File: src/rtl/vga_pkg.sv
// rtl/vga_pkg.sv - shared colours, pattern modes and pipeline types for the VGA pattern generator
package vga_pkg;

    localparam logic [11:0] BLACK   = 12'h000;
    localparam logic [11:0] RED     = 12'hF00;
    localparam logic [11:0] GREEN   = 12'h0F0;
    localparam logic [11:0] BLUE    = 12'h00F;
    localparam logic [11:0] WHITE   = 12'hFFF;
    localparam logic [11:0] YELLOW  = 12'hFF0;
    localparam logic [11:0] CYAN    = 12'h0FF;
    localparam logic [11:0] MAGENTA = 12'hF0F;

    typedef enum logic [1:0] {
        MODE_SOLID = 2'd0,
        MODE_BARS  = 2'd1,
        MODE_CHECK = 2'd2,
        MODE_BOX   = 2'd3
    } mode_t;

    // Classic colour-bar order, brightest first; index wraps every 8 bars
    function automatic logic [11:0] bar_color(input logic [2:0] idx);
        case (idx)
            3'd0:    bar_color = WHITE;
            3'd1:    bar_color = YELLOW;
            3'd2:    bar_color = CYAN;
            3'd3:    bar_color = GREEN;
            3'd4:    bar_color = MAGENTA;
            3'd5:    bar_color = RED;
            3'd6:    bar_color = BLUE;
            default: bar_color = BLACK;
        endcase
    endfunction

    // First pipeline stage: active-area flag, pixel coordinates and delayed syncs
    typedef struct packed {
        logic       active;
        logic [9:0] x;
        logic [9:0] y;
        logic       hsync;
        logic       vsync;
    } stage1_t;

endpackage

File: src/rtl/vga_pattern_gen_box_mover.sv
// rtl/vga_pattern_gen_box_mover.sv - bouncing square position, advanced once per frame
module vga_box_mover
    import vga_pkg::*;
#(
    parameter int BOX_SIZE = 32,
    parameter int BOX_STEP = 2
) (
    input  logic       clk_in,
    input  logic       rst_in,
    input  logic       tick,
    input  logic [9:0] hlenght,
    input  logic [9:0] vlenght,
    output logic [9:0] bx,
    output logic [9:0] by
);

    // Direction flags: 1 = moving towards larger coordinates
    logic dir_x;
    logic dir_y;
    logic [10:0] next_x;
    logic [10:0] next_y;

    // One axis of the bounce rule; returns {new_dir, new_pos}. Sums at 11 bits so the far-edge compare never wraps.
    function automatic logic [10:0] axis_step(input logic [9:0] pos, input logic dir, input logic [9:0] len);
        logic [10:0] far_edge;
        far_edge = {1'b0, pos} + 11'(BOX_SIZE) + 11'(BOX_STEP);
        if (dir) begin
            if (far_edge > {1'b0, len}) axis_step = {1'b0, pos - 10'(BOX_STEP)};
            else                        axis_step = {1'b1, pos + 10'(BOX_STEP)};
        end else begin
            if (pos < 10'(BOX_STEP))    axis_step = {1'b1, pos + 10'(BOX_STEP)};
            else                        axis_step = {1'b0, pos - 10'(BOX_STEP)};
        end
    endfunction

    // Candidate position/direction for the next tick on both axes
    always_comb begin
        next_x = axis_step(bx, dir_x, hlenght);
        next_y = axis_step(by, dir_y, vlenght);
    end

    // Position only changes on a frame tick so a frame is never torn
    always_ff @(posedge clk_in or posedge rst_in) begin
        if (rst_in) begin
            bx    <= '0;
            by    <= '0;
            dir_x <= 1'b1;
            dir_y <= 1'b1;
        end else if (tick) begin
            dir_x <= next_x[10];
            bx    <= next_x[9:0];
            dir_y <= next_y[10];
            by    <= next_y[9:0];
        end
    end

endmodule

File: src/rtl/vga_pattern_gen.sv
// rtl/vga_pattern_gen.sv - two-stage test-pattern pipeline behind the VGA timing counter
module vga_pattern_gen
    import vga_pkg::*;
#(
    parameter int BOX_SIZE    = 32,
    parameter int BOX_STEP    = 2,
    parameter int BAR_SHIFT   = 6,
    parameter int CHECK_SHIFT = 5
) (
    input  logic        clk_in,
    input  logic        rst_in,
    input  logic [9:0]  in_horizontal,
    input  logic [9:0]  in_vertical,
    input  logic        in_hsync,
    input  logic        in_vsync,
    input  logic [9:0]  hstart,
    input  logic [9:0]  hlenght,
    input  logic [9:0]  vstart,
    input  logic [9:0]  vlenght,
    input  logic        mode_btn,
    output logic        out_hsync,
    output logic        out_vsync,
    output logic [11:0] out_color,
    output logic [1:0]  mode
);

    logic    btn_meta;
    logic    btn_sync;
    logic    btn_prev;
    logic    btn_edge;
    logic    vsync_prev;
    logic    frame_tick;
    logic    pending;
    mode_t   mode_q;
    stage1_t s1;
    stage1_t s1_next;
    logic [11:0] color_next;
    logic [9:0]  bx;
    logic [9:0]  by;

    assign mode = mode_q;

    // Two-flop synchroniser for the push-button, plus a delayed copy for edge detection
    always_ff @(posedge clk_in or posedge rst_in) begin
        if (rst_in) begin
            btn_meta <= 1'b0;
            btn_sync <= 1'b0;
            btn_prev <= 1'b0;
        end else begin
            btn_meta <= mode_btn;
            btn_sync <= btn_meta;
            btn_prev <= btn_sync;
        end
    end

    assign btn_edge   = btn_sync & ~btn_prev;
    assign frame_tick = vsync_prev & ~in_vsync;

    // Previous vsync for the falling-edge frame tick; held high in reset so reset itself is no tick
    always_ff @(posedge clk_in or posedge rst_in) begin
        if (rst_in) vsync_prev <= 1'b1;
        else        vsync_prev <= in_vsync;
    end

    // Presses are remembered and applied at the next tick; an edge landing on the tick counts for it
    always_ff @(posedge clk_in or posedge rst_in) begin
        if (rst_in) begin
            pending <= 1'b0;
            mode_q  <= MODE_SOLID;
        end else if (frame_tick) begin
            if (pending || btn_edge) mode_q <= mode_t'(mode_q + 2'd1);
            pending <= 1'b0;
        end else if (btn_edge) begin
            pending <= 1'b1;
        end
    end

    vga_box_mover #(
        .BOX_SIZE (BOX_SIZE),
        .BOX_STEP (BOX_STEP)
    ) u_box (
        .clk_in  (clk_in),
        .rst_in  (rst_in),
        .tick    (frame_tick),
        .hlenght (hlenght),
        .vlenght (vlenght),
        .bx      (bx),
        .by      (by)
    );

    // Active-area decode and coordinate offset; 11-bit ends so hstart+hlenght cannot wrap
    always_comb begin
        logic [10:0] h_end;
        logic [10:0] v_end;
        h_end = {1'b0, hstart} + {1'b0, hlenght};
        v_end = {1'b0, vstart} + {1'b0, vlenght};
        s1_next.active = ({1'b0, in_horizontal} >= {1'b0, hstart}) &&
                         ({1'b0, in_horizontal} <  h_end) &&
                         ({1'b0, in_vertical}   >= {1'b0, vstart}) &&
                         ({1'b0, in_vertical}   <  v_end);
        s1_next.x      = in_horizontal - hstart;
        s1_next.y      = in_vertical - vstart;
        s1_next.hsync  = in_hsync;
        s1_next.vsync  = in_vsync;
    end

    // Stage 1 register
    always_ff @(posedge clk_in or posedge rst_in) begin
        if (rst_in) s1 <= '{active: 1'b0, x: 10'd0, y: 10'd0, hsync: 1'b1, vsync: 1'b1};
        else        s1 <= s1_next;
    end

    // Pattern select for the stage-1 pixel; anything outside the active area is black
    always_comb begin
        logic [10:0] x_ext;
        logic [10:0] y_ext;
        logic        in_box;
        x_ext  = {1'b0, s1.x};
        y_ext  = {1'b0, s1.y};
        in_box = (x_ext >= {1'b0, bx}) && (x_ext < {1'b0, bx} + 11'(BOX_SIZE)) &&
                 (y_ext >= {1'b0, by}) && (y_ext < {1'b0, by} + 11'(BOX_SIZE));
        color_next = BLACK;
        if (s1.active) begin
            case (mode_q)
                MODE_SOLID: color_next = RED;
                MODE_BARS:  color_next = bar_color(s1.x[BAR_SHIFT+2 -: 3]);
                MODE_CHECK: color_next = (s1.x[CHECK_SHIFT] ^ s1.y[CHECK_SHIFT]) ? WHITE : BLACK;
                MODE_BOX:   color_next = in_box ? BLUE : BLACK;
                default:    color_next = BLACK;
            endcase
        end
    end

    // Stage 2 register drives the DAC pins directly
    always_ff @(posedge clk_in or posedge rst_in) begin
        if (rst_in) begin
            out_color <= BLACK;
            out_hsync <= 1'b1;
            out_vsync <= 1'b1;
        end else begin
            out_color <= color_next;
            out_hsync <= s1.hsync;
            out_vsync <= s1.vsync;
        end
    end

endmodule
File: config.mk
export PLATFORM = sky130hd
export DESIGN_NAME = vga_pattern_gen
export DESIGN_NICKNAME = d
export VERILOG_FILES = /design/src/rtl/vga_pkg.sv /design/src/rtl/vga_pattern_gen_box_mover.sv /design/src/rtl/vga_pattern_gen.sv
export SDC_FILE = /design/constraint.sdc
export NUM_CORES = 1
export LEC_CHECK = 0
export ABC_AREA = 1
export CAP_MARGIN = 10
export CORE_AREA = 2 2 136 138
export DETAILED_ROUTE_END_ITERATION = 12
export DIE_AREA = 0 0 138 140
export HOLD_SLACK_MARGIN = 0.02
export SLEW_MARGIN = 20
export SYNTH_ARGS = -nofsm -noshare
export SYNTH_HDL_FRONTEND = slang
export SYNTH_HIERARCHICAL = 1
export SYNTH_SLANG_ARGS = --single-unit
export TNS_END_PERCENT = 50
File: constraint.sdc
create_clock -name clk_in -period 7.15 [get_ports clk_in]
set_input_delay 1.0725 -clock clk_in [delete_from_list [all_inputs] [get_ports clk_in]]
set_output_delay 1.0725 -clock clk_in [all_outputs]
set_load 0.03 [all_outputs]
==> out/summary.txt, run 1 <==
required time of the critical path -> 7370 ps
RSZ-0062 raised after global routing -> no
Antenna Cells -> 0
Power Density -> 281 mW/mm^2
Hold Vio Cnt, Final -> 0
LEAKAGE -> 4.09 nW
Final ANT Viol Nets -> 0
Tcrit/Tclk final -> 49.0%
count of cell types in the netlist -> 42
Fin Clk Skew -> 7.95 ps
Die Wd -> 138 microns
Post-Syn Instances -> 949
Yosys top cell area share -> 21.8%
# rows -> 49
Setup Total Neg Slack -> 0 ps
power share of the clock group -> 11.4%
Slew HR -> 47.9%
CTS tree -> built
FFs w/ async S/R, synth -> 100%
Top-Level Pins -> 81
Worst-Skew Late Latency -> 290 ps
critical path type -> in -> reg
sequential power share -> 25.6%
GRT Total Usage -> 16.5%
Setup crit end kind -> flop
P&R area growth vs syn -> 16.4%
# hold bufs at CTS -> 0
Post-CTS Setup Bufs -> 0
DR vias/cell -> 4.70
Comb pwr share -> 63.1%
layout cells sized above 1 -> 3.24%
Util after Layout -> 43.6%
Final Slew Violations -> 0
TritonCTS Buffers -> 5
Hold Crit Depth -> 0
syn_area_per_cell -> 7.01 sq um
drt first pass iters -> 4
Post-CTS Resized -> 0
total wire length -> 15.2 mm
Layout Nets -> 1,202
HPWL reported at the end of detailed placement -> 13.2 mm
Synth Flop Type -> dfrtp_1
area leader, netlist -> ha_1
R2R Setup Slk -> 4340 ps
clk sinks -> 54
pin count of the biggest net entering global routing -> 35
Max Root-Sink Buffers -> 2
GRT Residual Overflow -> 0
Die H -> 140 microns
Critical Path Most Common Cell -> nor2_1
Avg WL per Cell -> 12.2 microns
initial antenna violation count -> 0
Max FO, Critical Path -> 4
cell area after synthesis -> 0.00666 sq mm
Pint -> 0.00111 W
Final Critical Period -> 3500 ps
Core Footprint -> 0.0178 sq mm
H-tree depth -> 2
routed via count -> 5,857
die area -> 0.0193 sq mm
initial core utilization -> 37.4%
Net Sw Power -> 0.00106 W
Hold Path Class -> reg -> reg
top post-synthesis cells by area -> ha_1 22%, dfrtp_1 18%, nand2_1 12%, inv_1 9.1%, xor2_1 6.7%
switching fraction of total power -> 48.9%
vias in the first global route -> 5,728
IO Port Bufs -> 80
Max Fclk -> 285 MHz
peak supply drop -> 0.176 mV
status -> finished, final reports clean
CTS Root Cell -> clkbuf_16
CTS clk-pin slew, worst paths -> 70 ps
Ys Warns -> 6
type of origin of the critical path -> input pin
worst r2r path cells -> 20
placer congestion estimate -> 0.877
CP arrival -> 3720 ps
sequential fraction of the synthesis area -> 20.4%
number of synthesized flops with an enable pin -> 0
Seq cells post-synth -> 54
worst-margin pin slew -> 780 ps
drt first-iter violations -> 299
DRC Markers -> 0
# setup viols final -> 0
first-pass GRT wire length -> 26.8 mm
crit-path max cell delay -> 480 ps
worst path cell trace -> clkdlybuf4s50_1, ha_1, fa_1, a31oi_1, xor2_1, ha_1, a21oi_1, nor2_1, nor2_1, nand2_1, nand2_1, nand2_1, a21oi_1, nor2_1, nor2_1
WHS -> 361 ps
critical path's slowest cell -> clkdlybuf4s50_1
max_cap viols -> 0
critical path, delay by kind of cell:
kind | cells | cell delay (ps)
AOI/OAI and AO/OA | 3 | 500
xor gates and xnor gates | 1 | 160
adders and majority gates | 3 | 1020
buffers and inverters | 1 | 480
and+or+nand+nor | 7 | 470
worst paths after layout:
kind                                               from                      end
worst max-delay path                         vlenght[0]         s1[22]$_DFF_PP0_
worst min-delay path                    s1[1]$_DFF_PP1_      out_hsync$_DFF_PP1_
worst max register to register  u_box/bx[2]$_DFFE_PP0P_  u_box/bx[6]$_DFFE_PP0P_
worst min register to register          s1[1]$_DFF_PP1_      out_hsync$_DFF_PP1_
max in group asynchronous                        rst_in  u_box/bx[1]$_DFFE_PP0P_
min in group asynchronous                        rst_in         s1[11]$_DFF_PP0_
per-stage QoR:
step                worst slack (ps)  cell area (sq um)  power [W]  std cells
global placement                3440               7600    0.00192       1239
finish                          3650               7750    0.00218       1247
global route                    3400               7750    0.00247       1247
floorplan                       4060               6660    0.00160        950
detailed placement              3360               7600    0.00194       1239
CTS                             3640               7750    0.00220       1247
state kept, by name (all words and copies together) (netlist names):
| signal | flops |
|---|---|
| s1 | 23 |
| u_box/bx | 9 |
| u_box/by | 9 |
| out_color | 3 |
| mode | 2 |
| btn_meta | 1 |
| btn_prev | 1 |
| btn_sync | 1 |
| out_hsync | 1 |
| out_vsync | 1 |
| pending | 1 |
| u_box/dir_x | 1 |
| u_box/dir_y | 1 |
final cells by class:
cell class              count  area, sq um
clock buffers               6          139
clock inverters             2         12.5
fillers                  1878        10000
inverters                 163          612
multi-input cells         711         4520
flip-flops and latches     54         1360
well taps                 229          287
repair buffers             82          816
cells in the final DEF (no fill, tap or decap), types with 2 or more instances in the layout:
cell             count
a21boi_0             3
a21o_1               8
a21oi_1             59
a21oi_2              4
a31oi_1              2
buf_4                2
clkbuf_16            5
clkdlybuf4s50_1     80
conb_1               2
dfrtp_1             48
dfstp_2              6
fa_1                 4
ha_1               116
inv_1              162
nand2_1            221
nand2_2              4
nand3_1             67
nand3_2              2
nand3b_1             9
nand4_1             12
nor2_1              78
nor3_1              11
o21a_1               3
o21ai_0             20
o21ai_1              5
o21bai_1             3
xnor2_1             16
xor2_1              51
cell families after synthesis:
logic type | share of synthesized area [%]
DFF | 20.4
buffers and inverters | 11.7
xor gates and xnor gates | 8.82
and+or+nand+nor | 27.0
AOI/OAI and AO/OA | 9.06
other | 0.0563
adders and majority gates | 23.0
cells in the mapped netlist, drive strengths merged (6+ instances only):
library cell    n
nand2         226
inv           163
ha            116
nor2           79
nand3          69
a21oi          63
xor2           51
dfrtp          48
o21ai          25
buf            19
xnor2          16
nand4          13
nor3           12
nand3b          9
a21o            8
dfstp           6
layer usage:
layer | track usage [%] | vias up | wire length (microns)
li1 | - | 3160 | -
met1 | 23.8 | 2620 | 8040
met2 | 27.4 | 72 | 6770
met3 | 1.64 | 5 | 354
met4 | 2.09 | 0 | 71
met5 | 0 | - | 0
power groups by stage:
stage               sequential (W)  clock [W]  combinational, W
CTS                       0.000560   0.000254           0.00138
finish                    0.000557   0.000247           0.00137
detailed placement        0.000566          0           0.00137
global route              0.000582   0.000267           0.00162
floorplan                 0.000497          0           0.00111
global placement          0.000564          0           0.00136
Note: power is estimated with default switching activity, not from simulation.
==> inputs of run 2 (changes only) <==
Clock period 7.15 ns to 3.3 ns, I/O delays scaled along.
==> out/summary.txt, run 2 (same netlist as run 1, synthesis figures left out) <==
status -> finished, final reports clean
RSZ-0062 raised after global routing -> no
max_cap viols -> 0
vias in the first global route -> 5,722
peak supply drop -> 0.382 mV
# setup viols final -> 0
commonest non-fill, non-tap cell in the layout -> nand2_1
first-pass GRT wire length -> 26.7 mm
drt first-iter violations -> 322
HPWL reported at the end of detailed placement -> 13.3 mm
CTS tree -> built
multi-input logic area -> 0.00452 sq mm
Final ANT Viol Nets -> 0
# rows -> 49
LEAKAGE -> 4.13 nW
Fillers -> 1,878
IO Port Bufs -> 80
reg2reg end -> u_box/bx[8]$_DFFE_PP0P_
drt first pass iters -> 4
worst reg2reg startpoint -> u_box/bx[2]$_DFFE_PP0P_
Top Registers -> s1 x23, u_box/bx x9, u_box/by x9
DRC Markers -> 0
# hold bufs at CTS -> 0
DR vias/cell -> 4.73
Setup Total Neg Slack -> 0 ps
Largest register FFs -> 23
Post-CTS Setup Bufs -> 0
worst-margin pin slew -> 937 ps
initial core utilization -> 37.4%
Fin Clk Skew -> 2.91 ps
pin count of the biggest net entering global routing -> 27
Avg WL per Cell -> 12.4 microns
CTS Root Cell -> clkbuf_16
Reg with most FFs -> s1
placer congestion estimate -> 0.889
required time of the critical path -> 3520 ps
Slew HR -> 37.2%
commonest non-fill, non-tap cells in the layout -> 221 x nand2_1, 161 x inv_1, 116 x ha_1
total wire length -> 15.6 mm
storage element area -> 0.00136 sq mm
Final Slew Violations -> 0
Max FO, Critical Path -> 4
TritonCTS Buffers -> 5
Final Critical Period -> 2920 ps
worst hold start -> btn_meta$_DFF_PP0_
routed via count -> 5,928
Worst-Skew Late Latency -> 290 ps
Top-Level Pins -> 81
WHS Endpoint -> btn_sync$_DFF_PP0_
die area -> 0.0193 sq mm
Layout Nets -> 1,209
Final Power -> 0.00481 W
initial antenna violation count -> 0
GRT Residual Overflow -> 0
CP arrival -> 3150 ps
Post-CTS Resized -> 0
Max Root-Sink Buffers -> 2
type of origin of the critical path -> input pin
clk sinks -> 54
Hold Path Class -> reg -> reg
Hold Vio Cnt, Final -> 0
GRT Total Usage -> 16.4%
Setup crit end kind -> flop
Hold Crit Depth -> 0
worst r2r path cells -> 20
Max Fclk -> 342 MHz
CTS clk-pin slew, worst paths -> 60 ps
Antenna Cells -> 0
Die Wd -> 138 microns
layout cells sized above 1 -> 3.90%
R2R Setup Slk -> 470 ps
Core Footprint -> 0.0178 sq mm
critical path type -> in -> reg
P&R area growth vs syn -> 17.3%
Die H -> 140 microns
Power Density -> 616 mW/mm^2
Tcrit/Tclk final -> 88.6%
H-tree depth -> 2
==> run 2: cell count changes in the layout (fill, tap and decap cells not counted) <==
cell,delta
clkinvlp_4,-1
buf_4,+7
clkinv_4,+1
clkinv_2,-1
clkinv_1,+1
clkbuf_8,+1
inv_1,-1
==> run 2: worst max path at each step <==
| stage | startpoint | endpoint | slack, ps |
|---|---|---|---|
| 3_5_place_dp | hstart[0] | s1[22]$_DFF_PP0_ | 90 |
| 5_1_grt | u_box/bx[2]$_DFFE_PP0P_ | u_box/bx[6]$_DFFE_PP0P_ | 100 |
| 6_report | hstart[0] | s1[22]$_DFF_PP0_ | 380 |
| 4_1_cts | hstart[0] | s1[22]$_DFF_PP0_ | 380 |
| 3_3_place_gp | hstart[0] | s1[22]$_DFF_PP0_ | 150 |
| 2_1_floorplan | hstart[0] | s1[22]$_DFF_PP0_ | 790 |
==> run 2: critical path, stage by stage <==
cell	delay, ps
clkdlybuf4s50_1	430
ha_1	290
fa_1	450
inv_1	100
nor2_1	50
nor2_1	160
xor2_1	180
ha_1	260
a21o_1	190
nor2_1	90
nand2_1	60
nand2_1	50
nand2_1	40
nand2_1	50
nand2_1	40
nand2_1	70
nand2_1	50
nor2_1	90
==> run 2: per-stage QoR <==
| stage | instances | utilization (%) | cell area (sq um) | hold WS, ps | setup WS, ps |
|---|---|---|---|---|---|
| 6_report | 1254 | 43.9 | 7810 | 356 | 377 |
| 5_1_grt | 1254 | 43.9 | 7810 | 362 | 95.3 |
| 3_3_place_gp | 1246 | 43.0 | 7650 | 335 | 154 |
| 4_1_cts | 1254 | 43.9 | 7810 | 358 | 384 |
| 2_1_floorplan | 950 | - | 6660 | 331 | 786 |
| 3_5_place_dp | 1246 | 43.0 | 7650 | 337 | 87.4 |
==> run 2: routing by layer <==
layer	wire, microns	up-vias	track usage [%]
li1	-	3182	-
met1	8020	2627	23.5
met2	6840	104	26.8
met3	547	15	2.15
met4	162	0	3.11
met5	0	-	0
==> run 2: report_power, final <==
part	internal (W)	leakage [nW]	total, W	switching (W)
clock	0.000324	0.0801	0.000551	0.000227
combinational	0.00130	3.41	0.00313	0.00183
sequential	0.000856	0.639	0.00113	0.000273
total	0.00248	4.13	0.00481	0.00233
==> run 2: cell type report <==
type                       instances  share of cell area [%]
clock inverter                     1                   0.112
inverter                         163                    7.83
clock buffer                       7                    1.95
sequential                        54                    17.4
multi-input combinational        711                    57.9
timing repair buffer              89                    11.1
tap                              229                    3.67
==> inputs of run 3 (changes only) <==
Clock period 3.3 ns to 3.22 ns, I/O delays scaled along.
==> out/summary.txt, run 3 (same netlist as run 1, synthesis figures left out) <==
placer congestion estimate -> 0.855
Post-CTS Setup Bufs -> 0
routed via count -> 5,915
drt first-iter violations -> 359
CTS tree -> built
Max Fclk -> 343 MHz
HPWL reported at the end of detailed placement -> 13.3 mm
commonest non-fill, non-tap cells in the layout -> 221 x nand2_1, 162 x inv_1, 116 x ha_1
Post-CTS Resized -> 0
GRT Total Usage -> 16.5%
Top Registers -> s1 x23, u_box/bx x9, u_box/by x9
Final Power -> 0.00499 W
Antenna Cells -> 0
Max Root-Sink Buffers -> 2
peak supply drop -> 0.338 mV
pin count of the biggest net entering global routing -> 35
Die Wd -> 138 microns
P&R area growth vs syn -> 17.7%
Slew HR -> 48.9%
Final ANT Viol Nets -> 0
Top-Level Pins -> 81
Reg with most FFs -> s1
Hold Vio Cnt, Final -> 0
# hold bufs at CTS -> 0
# setup viols final -> 0
Worst-Skew Late Latency -> 300 ps
Avg WL per Cell -> 12.4 microns
Fillers -> 1,838
DRC Markers -> 0
Power Density -> 637 mW/mm^2
CP arrival -> 3150 ps
DR vias/cell -> 4.71
vias in the first global route -> 5,671
required time of the critical path -> 3450 ps
Tcrit/Tclk final -> 90.5%
total wire length -> 15.6 mm
initial core utilization -> 37.4%
LEAKAGE -> 4.15 nW
Setup crit end kind -> flop
GRT Residual Overflow -> 0
critical path type -> reg -> reg
clk sinks -> 54
H-tree depth -> 2
met2 routed WL -> 6.86 mm
Largest register FFs -> 23
worst-margin pin slew -> 765 ps
Core Footprint -> 0.0178 sq mm
Final Critical Period -> 2910 ps
Max FO, Critical Path -> 7
Setup Total Neg Slack -> 0 ps
CTS Root Cell -> clkbuf_16
multi-input logic area -> 0.00452 sq mm
initial antenna violation count -> 0
top routing layer used -> met4
Die H -> 140 microns
CTS clk-pin slew, worst paths -> 70 ps
Metal-1 WL -> 8.01 mm
length of routed met3 wiring -> 502 microns
layout cells sized above 1 -> 4.09%
type of origin of the critical path -> flop
Layout Nets -> 1,211
TritonCTS Buffers -> 5
R2R Setup Slk -> 310 ps
storage element area -> 0.00136 sq mm
first-pass GRT wire length -> 26.7 mm
Final Slew Violations -> 0
drt first pass iters -> 4
status -> finished, final reports clean
IO Port Bufs -> 80
max_cap viols -> 0
Hold Path Class -> reg -> reg
Fin Clk Skew -> 9.92 ps
die area -> 0.0193 sq mm
RSZ-0062 raised after global routing -> no
# rows -> 49
commonest non-fill, non-tap cell in the layout -> nand2_1
WHS -> 360 ps
[run 3: where the power goes]
part / switching, W / internal [W] / leakage [nW] / total [W]
Sequential: 0.000273 / 0.000878 / 0.639 / 0.00115
Clock: 0.000245 / 0.000368 / 0.0842 / 0.000613
Combinational: 0.00189 / 0.00134 / 3.42 / 0.00323
Total: 0.00241 / 0.00258 / 4.15 / 0.00499
[run 3: area by class of cell]
class	count	area share [%]
Timing Repair Buffer	91	11.3
Tap cell	229	3.66
Clock inverter	3	0.559
Inverter	163	7.81
Multi-Input combinational cell	711	57.7
Sequential cell	54	17.3
Clock buffer	5	1.60
[run 3: worst max-delay path: stages, from the launching register on]
cell,delay [ps]
dfrtp_1,500
ha_1,270
nand3_1,160
nand2_1,100
inv_1,50
nor2_1,140
xnor2_1,130
inv_1,70
ha_1,290
nand3_1,70
nor2_1,140
nand2_1,70
nand3_1,70
nand2_1,50
nand2_1,50
nand2_1,120
nand2_2,180
nand2_2,130
nand2_1,90
nand3_1,70
nand2_1,90
[run 3: worst paths after layout]
kind | startpoint | endpoint | depth (start not counted)
worst max register to register | u_box/bx[2]$_DFFE_PP0P_ | u_box/bx[2]$_DFFE_PP0P_ | 20
worst min-delay path | s1[1]$_DFF_PP1_ | out_hsync$_DFF_PP1_ | 0
worst min register to register | s1[1]$_DFF_PP1_ | out_hsync$_DFF_PP1_ | 0
worst max-delay path | u_box/bx[2]$_DFFE_PP0P_ | u_box/bx[2]$_DFFE_PP0P_ | 20
max in group asynchronous | rst_in | u_box/bx[1]$_DFFE_PP0P_ | 2
min in group asynchronous | rst_in | s1[10]$_DFF_PP0_ | 3
[run 3: through the flow]
step | area (sq um) | worst slack (ps) | util (%) | instances
after global placement | 7660 | 136 | 43.1 | 1248
after detailed placement | 7660 | 101 | 43.1 | 1248
final | 7830 | 306 | 44.1 | 1256
after CTS | 7830 | 330 | 44.1 | 1256
after global routing | 7830 | 15.3 | 44.1 | 1256
after floorplan | 6660 | 718 | - | 950
[run 3: per-layer routing]
layer	vias up	track usage (%)
met5	-	0
met4	0	3.38
met3	13	2.29
met2	92	26.8
met1	2626	23.7
li1	3184	-
